==> src/rtl/uart_pkg.sv <==
// rtl/uart_pkg.sv - shared UART definitions: receiver state enum, data width, baud divisor helper
//
// Purpose : types and constants common to the UART receiver and a future transmitter.
// Contents: rx_state_t (IDLE, START, DATA, STOP, BREAK), DATA_BITS, calc_div().
package uart_pkg;

  localparam int DATA_BITS = 8;

  typedef enum logic [2:0] {
    IDLE,
    START,
    DATA,
    STOP,
    BREAK
  } rx_state_t;

  // Rounded sys_clk cycles per oversample tick: round(clk / (baud * os)).
  function automatic int calc_div(input int clk_hz, input int baud, input int os);
    return (clk_hz + (baud * os) / 2) / (baud * os);
  endfunction

endpackage

==> src/rtl/uart_baud_tick.sv <==
// rtl/uart_baud_tick.sv - free-running oversample tick generator
//
// Purpose : divides the system clock down to OVERSAMPLE ticks per bit period.
// Ports   : i_clk  - system clock
//           i_rst  - asynchronous active-high reset (counter restarts at 0)
//           o_tick - single-cycle pulse when the counter reaches DIV-1
module uart_baud_tick
  import uart_pkg::*;
#(
  parameter int CLK_FREQ_HZ = 100_000_000,
  parameter int BAUD        = 115_200,
  parameter int OVERSAMPLE  = 16
) (
  input  logic i_clk,
  input  logic i_rst,
  output logic o_tick
);

  localparam int DIV = calc_div(CLK_FREQ_HZ, BAUD, OVERSAMPLE);
  localparam int CW  = (DIV > 1) ? $clog2(DIV) : 1;
  localparam logic [CW-1:0] CNT_MAX = CW'(DIV - 1);

  logic [CW-1:0] r_cnt;

  always_ff @(posedge i_clk or posedge i_rst) begin
    if (i_rst) begin
      r_cnt <= '0;
    end else if (r_cnt == CNT_MAX) begin
      r_cnt <= '0;
    end else begin
      r_cnt <= r_cnt + 1'b1;
    end
  end

  assign o_tick = (r_cnt == CNT_MAX);

endmodule

==> src/rtl/uart_rx.sv <==
// rtl/uart_rx.sv - 8N1 UART receiver with valid/ready byte output
//
// Purpose : receives 8N1 frames on RsRx (16x oversampled, mid-bit sampling) and
//           presents each byte on a valid/ready interface; flags framing errors
//           and bytes dropped because the previous one was not yet accepted.
// Ports   : sys_clk   - system clock, all logic on rising edge
//           rst       - asynchronous active-high reset
//           RsRx      - serial input, idle high, asynchronous to sys_clk
//           rx_data   - received byte, stable while rx_valid is high
//           rx_valid  - byte available, held until rx_ready
//           rx_ready  - consumer accept
//           frame_err - one-cycle pulse: stop bit sampled low
//           overrun   - one-cycle pulse: byte completed while rx_valid held, byte dropped
module uart_rx
  import uart_pkg::*;
#(
  parameter int CLK_FREQ_HZ = 100_000_000,
  parameter int BAUD        = 115_200,
  parameter int OVERSAMPLE  = 16
) (
  input  logic       sys_clk,
  input  logic       rst,
  input  logic       RsRx,
  output logic [7:0] rx_data,
  output logic       rx_valid,
  input  logic       rx_ready,
  output logic       frame_err,
  output logic       overrun
);

  localparam int CNT_W = $clog2(OVERSAMPLE);
  localparam int BIT_W = $clog2(DATA_BITS);
  localparam logic [CNT_W-1:0] HALF_M1  = CNT_W'(OVERSAMPLE / 2 - 1);
  localparam logic [CNT_W-1:0] FULL_M1  = CNT_W'(OVERSAMPLE - 1);
  localparam logic [BIT_W-1:0] LAST_BIT = BIT_W'(DATA_BITS - 1);

  logic                 w_tick;
  logic                 w_rxs;
  logic                 r_sync1;
  logic                 r_sync2;
  rx_state_t            r_state;
  logic [CNT_W-1:0]     r_cnt;
  logic [BIT_W-1:0]     r_bit_idx;
  logic [DATA_BITS-1:0] r_shreg;
  logic                 r_commit;

  uart_baud_tick #(
    .CLK_FREQ_HZ(CLK_FREQ_HZ),
    .BAUD       (BAUD),
    .OVERSAMPLE (OVERSAMPLE)
  ) u_tick (
    .i_clk (sys_clk),
    .i_rst (rst),
    .o_tick(w_tick)
  );

  // Synchroniser resets to 1 so a reset never looks like a start bit.
  always_ff @(posedge sys_clk or posedge rst) begin
    if (rst) begin
      r_sync1 <= 1'b1;
      r_sync2 <= 1'b1;
    end else begin
      r_sync1 <= RsRx;
      r_sync2 <= r_sync1;
    end
  end

  assign w_rxs = r_sync2;

  always_ff @(posedge sys_clk or posedge rst) begin
    if (rst) begin
      r_state   <= IDLE;
      r_cnt     <= '0;
      r_bit_idx <= '0;
      r_shreg   <= '0;
      r_commit  <= 1'b0;
      frame_err <= 1'b0;
    end else begin
      r_commit  <= 1'b0;
      frame_err <= 1'b0;
      case (r_state)
        IDLE: begin
          if (w_tick && !w_rxs) begin
            r_state <= START;
            r_cnt   <= '0;
          end
        end
        START: begin
          if (w_tick) begin
            if (r_cnt == HALF_M1) begin
              // Mid start bit: a line already high again was a glitch.
              r_cnt <= '0;
              if (w_rxs) begin
                r_state <= IDLE;
              end else begin
                r_state   <= DATA;
                r_bit_idx <= '0;
              end
            end else begin
              r_cnt <= r_cnt + 1'b1;
            end
          end
        end
        DATA: begin
          if (w_tick) begin
            if (r_cnt == FULL_M1) begin
              r_cnt   <= '0;
              // LSB arrives first; shifting in at the top leaves it at bit 0.
              r_shreg <= {w_rxs, r_shreg[DATA_BITS-1:1]};
              if (r_bit_idx == LAST_BIT) begin
                r_state <= STOP;
              end else begin
                r_bit_idx <= r_bit_idx + 1'b1;
              end
            end else begin
              r_cnt <= r_cnt + 1'b1;
            end
          end
        end
        STOP: begin
          if (w_tick) begin
            if (r_cnt == FULL_M1) begin
              r_cnt <= '0;
              if (w_rxs) begin
                r_commit <= 1'b1;
                r_state  <= IDLE;
              end else begin
                frame_err <= 1'b1;
                r_state   <= BREAK;
              end
            end else begin
              r_cnt <= r_cnt + 1'b1;
            end
          end
        end
        BREAK: begin
          // A line held low must go high before another frame can start.
          if (w_tick && w_rxs) begin
            r_state <= IDLE;
          end
        end
        default: r_state <= IDLE;
      endcase
    end
  end

  // r_shreg is not shifted again until well into the next frame, so it is
  // still the committed byte in the cycle after r_commit.
  always_ff @(posedge sys_clk or posedge rst) begin
    if (rst) begin
      rx_data  <= '0;
      rx_valid <= 1'b0;
      overrun  <= 1'b0;
    end else begin
      overrun <= 1'b0;
      if (r_commit) begin
        if (rx_valid && !rx_ready) begin
          overrun <= 1'b1;
        end else begin
          rx_data  <= r_shreg;
          rx_valid <= 1'b1;
        end
      end else if (rx_valid && rx_ready) begin
        rx_valid <= 1'b0;
      end
    end
  end

endmodule
==> config.mk <==
export PLATFORM = sky130hd
export DESIGN_NAME = uart_rx
export DESIGN_NICKNAME = d
export VERILOG_FILES = /design/src/rtl/uart_pkg.sv /design/src/rtl/uart_baud_tick.sv /design/src/rtl/uart_rx.sv
export SDC_FILE = /design/constraint.sdc
export NUM_CORES = 1
export LEC_CHECK = 0
export CORE_ASPECT_RATIO = 0.8
export CORE_MARGIN = 3
export CORE_UTILIZATION = 38
export CTS_BUF_LIST = sky130_fd_sc_hd__clkbuf_4 sky130_fd_sc_hd__clkbuf_8 sky130_fd_sc_hd__clkbuf_16
export DETAILED_ROUTE_END_ITERATION = 6
export PLACE_DENSITY = 0.53
export RECOVER_POWER = 25
export SLEW_MARGIN = 5
export SYNTH_ARGS = -nofsm -noshare
export SYNTH_HDL_FRONTEND = slang
export SYNTH_SLANG_ARGS = --single-unit
==> constraint.sdc <==
create_clock -name sys_clk -period 4.4 [get_ports sys_clk]
set_clock_uncertainty 0.1 [all_clocks]
set_input_delay 1.1 -clock sys_clk [delete_from_list [all_inputs] [get_ports sys_clk]]
set_output_delay 1.1 -clock sys_clk [all_outputs]
set_load 0.01 [all_outputs]
==> impl_metrics.toml, run 1 <==
[status]
status = "completed"

[die]
die_h_um = 67.38
fp.coreArea_um2 = 4362
die_w_um = 82.72
num_rows = 21
initial_core_util_pct = 41.02
io_pins = 15
fp.dieArea_um2 = 5573

[route]
wl_per_cell_um = 14.85
avgViaCountPerCell = 5.224
postRouteWirelength_um = 3252
final_antenna_net_count = 0
first_pass_iters = 4
first_iter_violations = 67
drc = 0
route.vias.total = 1144

[worst_setup_path]
crit_chain = "inv_1 > ha_1 > nand4_1 > nand2b_4 > or3_1 > mux2_4"
crit_family = "simple AND/OR/NAND/NOR gates"
critPathRequiredTime_ps = 4470
reg2reg_from = "u_tick.r_cnt[1]"
crit_type = "reg2reg"
path_buf_inv = 1
crit_slowest_cell = "or3_1"
r2r_cells = 6
reg2reg_slack_ps = 1990
crit_path_max_fanout = 8
worstReg2RegEnd = "r_shreg[0]"
cp-end-kind = "flop"
slowest_delay_ps = 570
cp-start-kind = "flop"
crit_arrival_ps = 2480

[finish]
fin_nets = 170
final_cell_area_um2 = 2044
finalNonFillerCells = 219
drive_gt1_share_pct = 21.60
area.growth.synth_to_final_pct = 14.27
n_antenna_cell = 0
final_util_pct = 46.87
multi_input_area_um2 = 735.7
regArea_um2 = 953.4
num-fill-cells = 416

[logic_synthesis]
synth_area_um2 = 1789
synth_cell_types = 42
synth_flop_cell = "dfrtp_1"
synth-seq-cells = 38
syn_inst = 143
syn_nets = 152
yosys.area.top_type = "dfrtp_1"
synth_edf_count = 0
async_reset_ff_share_pct = 100.0
synth_top_area_share_pct = 50.35
syn_area_per_cell_um2 = 12.51
ys_seq_area_share_pct = 53.29
synth_area_leaders = "dfrtp_1, mux2_4, mux2_2"
synth-warning-count = 0

[grt]
grt_pass1_vias = 1075
gr-usage-met1_pct = 19.61
grtUsageMet2_pct = 18.10
use_met3_pct = 4.667
grt_pass1_wl_um = 5499
top_usage_layer = "met1"
grtUsageTotal_pct = 13.42
grt.overflow.total = 0
grt_max_degree = 39
grt_antenna_before_repair = 0

[clock_tree]
ctsResizeCount = 0
clockBufferDepth = 2
cts-root-buf = "clkbuf_8"
cts_buffers = 5
cts_tree = "built"
clock_latency_ps = 290
hold_buffers = 0
cts_max_level = 2
post_cts_buffers = 0
clk_pin_slew_worst_paths_ps = 70
cts.sinks = 38

[hold_path]
hold_path_end = "r_sync2"
hp-class = "reg2reg"
min_from = "r_sync1"
hold_path_depth = 0

[sta]
rsz0062_at_grt = "no"
min_period_ps = 2406
setup_ws_ps = 1994
slew_headroom_pct = 62.92
worst_pin_slew_ps = 556.2
hold_viol_final = 0
setup_viol = 0
final_max_slew_viol_count = 0
setup_tns_ps = 0
fmax_mhz = 415.7
fin_crit_sh_pct = 54.68

[placement]
hpwl_um = 2331
placed_area_um2 = 1969
pre_cts_ws_ps = 1835
port_buffers = 14
gp_congestion = 0.8511
dp.cells = 211

[pwr]
p_leak_nw = 0.9333
irDropWorstVdd_uv = 165.9
powerDensity_nw_per_um2 = 298.2

[flow_run]
max_cap_viol_count = 0
registers in the layout, summed over array words and instances (netlist names):
register,flops
overrun,1
r_bit_idx,3
rx_data,8
r_sync1,1
r_commit,1
r_sync2,1
u_tick.r_cnt,6
r_state,3
r_shreg,8
frame_err,1
rx_valid,1
r_cnt,4
metal layers:
metal	up-vias	wire [µm]	share of wire [%]
met4	0	36	1.1
li1	547	-	-
met1	563	1692	52
met5	-	0	0
met3	5	177	5.4
met2	29	1346	41
cell usage in the layout, fill, tap and decap left out, drive strengths merged, types with 2 or more instances in the layout:
cell            n
xor2            2
dlygate4sd3     3
a22o            2
nand2b          2
a2111oi         2
dfrtp          36
clkdlybuf4s50  11
nand2           7
nor2           10
a21oi           2
mux2           17
nand4           3
inv            11
nor3            3
clkbuf          6
or3             4
xnor2           2
o211ai          2
o21ai           6
nand3           6
ha              5
dfstp           2
report_power, final:
group,leakage [nW],internal [mW],switching [mW]
sequential,0.510,0.351,0.00127
clock,0.0472,0.126,0.122
combinational,0.376,0.00288,0.00730
total,0.933,0.479,0.130
Yosys cell counts, drive strengths merged, types with 2 or more instances:
| cell | instances |
|---|---|
| dfrtp | 36 |
| mux2 | 17 |
| inv | 11 |
| nor2 | 10 |
| nand2 | 7 |
| nand3 | 6 |
| o21ai | 6 |
| ha | 5 |
| buf | 4 |
| or3 | 4 |
| nand4 | 3 |
| nor3 | 3 |
| a2111oi | 2 |
| a21oi | 2 |
| a22o | 2 |
| dfstp | 2 |
| nand2b | 2 |
| o211ai | 2 |
| xnor2 | 2 |
| xor2 | 2 |
stage by stage:
stage          total power [mW]  hold slack, ps
3_3_place_gp             0.3700           247.9
4_1_cts                  0.6204           264.4
5_1_grt                  0.6387           266.9
6_report                 0.6097           262.8
2_1_floorplan            0.3644           245.2
3_5_place_dp             0.3703           253.2
how the worst max path moves through the flow:
stage	from	to	slack, ps	cells after the start
after detailed placement	rx_ready	rx_data[3]	1830	4
after CTS	rx_data[6]	rx_data[6]	2010	1
after global placement	rx_ready	rx_data[5]	1850	4
after global routing	rx_ready	rx_data[0]	1890	4
after floorplan	rst	frame_err	2340	1
final	u_tick.r_cnt[1]	r_shreg[0]	1990	6
kinds of logic after synthesis:
group / share of synthesized area, %
AOI/OAI and AO/OA: 10.70
buffers and inverters: 4.475
DFF: 53.29
muxes: 12.38
and+or+nand+nor: 13.71
xor gates and xnor gates: 1.958
adders and majority gates: 3.497
layout make-up:
cell class	count	area share, %
well taps	57	3.488
repair buffers	15	7.222
inverters	11	2.020
clock buffers	6	4.039
flip-flops and latches	38	46.63
clock inverters	2	0.6120
multi-input cells	90	35.99
Note: power is estimated with default switching activity, not from simulation.
==> run 2: changes to the inputs <==
--- a/config.mk
+++ b/config.mk
@@ -10,7 +10,7 @@
 export CORE_UTILIZATION = 38
 export CTS_BUF_LIST = sky130_fd_sc_hd__clkbuf_4 sky130_fd_sc_hd__clkbuf_8 sky130_fd_sc_hd__clkbuf_16
 export DETAILED_ROUTE_END_ITERATION = 6
-export PLACE_DENSITY = 0.53
+export PLACE_DENSITY = 0.55
 export RECOVER_POWER = 25
 export SLEW_MARGIN = 5
 export SYNTH_ARGS = -nofsm -noshare
==> constraint.sdc (replaced) <==
create_clock -name sys_clk -period 2.15 [get_ports sys_clk]
set_clock_uncertainty 0.1 [all_clocks]
set_input_delay 0.5375 -clock sys_clk [delete_from_list [all_inputs] [get_ports sys_clk]]
set_output_delay 0.5375 -clock sys_clk [all_outputs]
set_load 0.01 [all_outputs]
==> run 2 against run 1 <==
Non-clock buffer count grew 6. Critical path depth grew 1. Utilization grew 2.7 points. Flip-flop and latch count is the same. Hold slack lost 2.8 ps. Cell count grew 2.7%.
==> impl_metrics.toml, run 2 (synthesis gave the netlist of run 1 again) <==
[status]
status = "completed"

[grt]
use_met3_pct = 4.400
grt_max_degree = 39
grt_antenna_before_repair = 0
grtUsageTotal_pct = 13.23
grtUsageMet2_pct = 19.50
grt_pass1_wl_um = 5513
gr-usage-met1_pct = 17.85
top_usage_layer = "met2"
grt_pass1_vias = 1188
grt.overflow.total = 0

[clock_tree]
hold_buffers = 0
cts-root-buf = "clkbuf_8"
cts.sinks = 38
cts_tree = "built"
post_cts_buffers = 0
clock_latency_ps = 290
cts_max_level = 2
ctsResizeCount = 0
clockBufferDepth = 2
clk_pin_slew_worst_paths_ps = 80
cts_buffers = 5

[flow_run]
max_cap_viol_count = 0

[finish]
n_antenna_cell = 0
fin_nets = 176
area.growth.synth_to_final_pct = 20.84
final_common_cell = "dfrtp_1"
reg.largest.list = "r_shreg (8), rx_data (8), u_tick.r_cnt (6)"
final_util_pct = 49.57
drive_gt1_share_pct = 26.79
final_cell_mix = "dfrtp_1, inv_1, clkdlybuf4s50_1"

[worst_setup_path]
slowest_delay_ps = 410
crit_family = "simple AND/OR/NAND/NOR gates"
crit_arrival_ps = 2190
reg2reg_from = "u_tick.r_cnt[1]"
cp-end-kind = "flop"
worstReg2RegEnd = "r_state[2]"
critPathRequiredTime_ps = 2270
crit_slowest_cell = "dfrtp_1"
path_buf_inv = 2
cp-start-kind = "flop"
crit_chain = "inv_1 > ha_2 > nand4_4 > buf_4 > or3_4 > or4_1 > a21oi_1"
reg2reg_slack_ps = 70
crit_type = "reg2reg"
crit_path_max_fanout = 5
r2r_cells = 7

[die]
num_rows = 21
fp.coreArea_um2 = 4362
io_pins = 15
initial_core_util_pct = 41.02
fp.dieArea_um2 = 5573
die_h_um = 67.38
die_w_um = 82.72

[placement]
gp_congestion = 0.9038
port_buffers = 14
hpwl_um = 2219

[sta]
hold_viol_final = 0
worst_pin_slew_ps = 896.1
final_max_slew_viol_count = 0
fin_crit_sh_pct = 96.51
slew_headroom_pct = 40.26
holdWs_ps = 260.0
fmax_mhz = 481.9
min_period_ps = 2075
setup_viol = 0

[pwr]
irDropWorstVdd_uv = 370.6
powerDensity_nw_per_um2 = 690.8
p_leak_nw = 0.9896

[route]
wl_per_cell_um = 13.98
final_antenna_net_count = 0
first_pass_iters = 4
first_iter_violations = 84
avgViaCountPerCell = 5.124
drc = 0
postRouteWirelength_um = 3146
route.vias.total = 1153

[hold_path]
hp-class = "reg2reg"
hold_path_depth = 0
min_from = "r_sync1"
hold_path_end = "r_sync2"
[run 2: how the worst max path moves through the flow]
stage | start | end | slack, ps | cells after the start
floorplan | r_bit_idx[0] | r_bit_idx[0] | 190 | 6
global placement | u_tick.r_cnt[1] | r_shreg[0] | 100 | 6
detailed placement | u_tick.r_cnt[1] | r_shreg[5] | 30 | 6
CTS | u_tick.r_cnt[1] | r_shreg[6] | 10 | 6
global route | u_tick.r_cnt[1] | r_state[2] | -9 | 7
finish | u_tick.r_cnt[1] | r_state[2] | 70 | 7
[run 2: report_power, final]
part	leakage [nW]	switching (mW)	internal, mW
sequential	0.510	0.00245	0.718
combinational	0.408	0.0148	0.00530
clock	0.0714	0.258	0.495
[run 2: through the flow]
stage / std cells / total power, mW / TNS [ps] / worst slack (ps) / instance area, µm²
after floorplan: 143 / 0.7457 / 0 / 194.0 / 1789
after global placement: 217 / 0.7570 / 0 / 103.1 / 2014
after detailed placement: 217 / 0.7575 / 0 / 25.67 / 2014
after CTS: 225 / 1.508 / 0 / 11.49 / 2157
after global routing: 225 / 1.540 / -8.943 / -8.943 / 2162
final: 225 / 1.494 / 0 / 74.99 / 2162
[run 2: layout make-up]
class / instances / area, µm²
clock buffers: 6 / 82.58
clock inverters: 2 / 60.06
fillers: 414 / 2200
inverters: 11 / 41.29
multi-input cells: 90 / 763.2
flip-flops and latches: 38 / 953.4
well taps: 57 / 71.32
repair buffers: 21 / 190.2
[run 2: worst register-to-register path, stage by stage (launching register included)]
cell and delay (ps):
dfrtp_1 410, inv_1 80, ha_2 220, nand4_4 110
buf_4 170, or3_4 360, or4_1 400, a21oi_1 150
[run 2: per-layer routing]
metal	share of wire [%]	up-vias
met5	0	-
met4	1.2	0
met3	3.9	5
met2	44	17
met1	51	567
li1	-	564
==> run 3: changes to the inputs <==
--- a/config.mk
+++ b/config.mk
@@ -12,6 +12,7 @@
 export DETAILED_ROUTE_END_ITERATION = 6
 export PLACE_DENSITY = 0.55
 export RECOVER_POWER = 25
+export SETUP_SLACK_MARGIN = 0.5
 export SLEW_MARGIN = 5
 export SYNTH_ARGS = -nofsm -noshare
 export SYNTH_HDL_FRONTEND = slang
==> run 3 against run 2 <==
Non-clock buffer count is 10 higher. Flip-flop and latch count stayed put. Register-to-register slack better by 40 ps. Final area grew 5.2%. Critical endpoint is now r_bit_idx[0]. Hold slack improved by 0.57 ps. Die area did not move. Total power shrank 16%. Highest routed layer unchanged. Sequential share of layout area decreased by 2.1 points. Largest power group is now sequential cells.
==> impl_metrics.toml, run 3 (synthesis gave the netlist of run 1 again) <==
[grt]
gr-usage-met1_pct = 19.12
grtUsageMet2_pct = 20.40
use_met3_pct = 4.267
top_usage_layer = "met2"
grtUsageTotal_pct = 14.00
grt_max_degree = 39
grt_pass1_wl_um = 5768
grt.overflow.total = 0
grt_pass1_vias = 1197
grt_antenna_before_repair = 0

[route]
postRouteWirelength_um = 3457
drc = 0
first_pass_iters = 4
first_iter_violations = 35
avgViaCountPerCell = 5.298
wl_per_cell_um = 14.71
route.vias.total = 1245
final_antenna_net_count = 0

[flow_run]
max_cap_viol_count = 0

[worst_setup_path]
crit_path_max_fanout = 3
slowest_delay_ps = 530
crit_start = "r_bit_idx[0]"
crit_type = "reg2reg"
critPathRequiredTime_ps = 2220
path_buf_inv = 0
crit_chain = "ha_2 > ha_2 > or4b_4 > o41ai_4 > o211ai_1 > mux2_4"
cp-start-kind = "flop"
cp-end-kind = "flop"
reg2reg_slack_ps = 110
cp-endpoint = "r_bit_idx[0]"
reg2reg_from = "r_bit_idx[0]"
worstReg2RegEnd = "r_bit_idx[0]"
crit_arrival_ps = 2110
path_common_cell = "ha_2"
cp.depth = 6
crit_family = "simple AND/OR/NAND/NOR gates"
r2r_cells = 6
crit_slowest_cell = "or4b_4"

[finish]
final_common_cell = "dfrtp_1"
fin_nets = 186
final_cell_area_um2 = 2273
final_cell_mix = "dfrtp_1, buf_4, dlygate4sd2_1"
reg.largest.list = "r_shreg (8), rx_data (8), u_tick.r_cnt (6)"
drive_gt1_share_pct = 39.89
area.growth.synth_to_final_pct = 27.06
n_antenna_cell = 0
finalNonFillerCells = 235
num-fill-cells = 400

[clock_tree]
clock_latency_ps = 290
clk_pin_slew_worst_paths_ps = 70
cts.sinks = 38
cts_max_level = 2
cts_tree = "built"
cts_buffers = 5
cts-root-buf = "clkbuf_8"
clockBufferDepth = 2

[die]
initial_core_util_pct = 41.02
die_w_um = 82.72
fp.coreArea_um2 = 4362
num_rows = 21
die_h_um = 67.38
io_pins = 15
fp.dieArea_um2 = 5573

[placement]
gp_congestion = 0.8243
port_buffers = 14
hpwl_um = 2277
dp.cells = 216
pre_cts_ws_ps = 101.0
placed_area_um2 = 2048

[sta]
setup_ws_ps = 110.5
min_period_ps = 2040
fmax_mhz = 490.3
final_max_slew_viol_count = 0
hold_viol_final = 0
setup_viol = 0
slew_headroom_pct = 39.50
fin_crit_sh_pct = 94.86
rsz0062_at_grt = "yes"
worst_pin_slew_ps = 907.5
setup_tns_ps = 0

[pwr]
p_total_mw = 1.252
powerDensity_nw_per_um2 = 550.7
p_leak_nw = 1.092
irDropWorstVdd_uv = 399.7

[status]
status = "completed"

[hold_path]
hp-class = "reg2reg"
-- run 3: cell count changes in the layout (fill, tap and decap cells not counted), moves of 3 or more --
cell             delta
dlygate4sd2_1      +11
ha_1                -3
buf_6               +3
clkdlybuf4s50_1    -10
buf_4               +7
o21ai_0             -3
-- run 3: per-stage QoR --
step / hold WS (ps) / util (%)
after global routing: 260.2 / 52.12
final: 260.6 / 52.12
after CTS: 258.4 / 51.55
after detailed placement: 247.2 / 46.96
after floorplan: 245.2 / -
after global placement: 245.6 / 46.96
-- run 3: final cells by class --
| class | instances | area, µm² | area share (%) |
|---|---|---|---|
| flip-flops and latches | 38 | 954.7 | 41.99 |
| multi-input cells | 90 | 848.3 | 37.31 |
| repair buffers | 31 | 262.8 | 11.56 |
| clock buffers | 6 | 82.58 | 3.632 |
| well taps | 57 | 71.32 | 3.137 |
| inverters | 11 | 41.29 | 1.816 |
| clock inverters | 2 | 12.51 | 0.5504 |
-- run 3: layer usage --
metal  wire [µm]  part of all wire, %
met1        1671                   48
met2        1573                   46
met3         159                  4.6
met4          52                  1.5
met5           0                    0
-- run 3: power by group --
group | switching [mW] | internal (mW)
Combinational | 0.0157 | 0.00567
Clock | 0.252 | 0.258
Sequential | 0.00276 | 0.718
Total | 0.271 | 0.981
-- run 3: how the worst min path moves through the flow --
stage                    to  startpoint  slack [ps]  cells past startpoint
CTS                 r_sync2     r_sync1         260                      0
floorplan           r_sync2     r_sync1         250                      0
detailed placement  r_sync2     r_sync1         250                      0
global route        r_sync2     r_sync1         260                      0
finish              r_sync2     r_sync1         260                      0
global placement    r_sync2     r_sync1         250                      0
-- run 3: what timing repair did --
item	4_1_cts	5_1_grt
buffers inserted	10	1
setup endpoints to repair	37	23
hold buffers	0	0
pin swaps	7	6
resized for setup	25	7
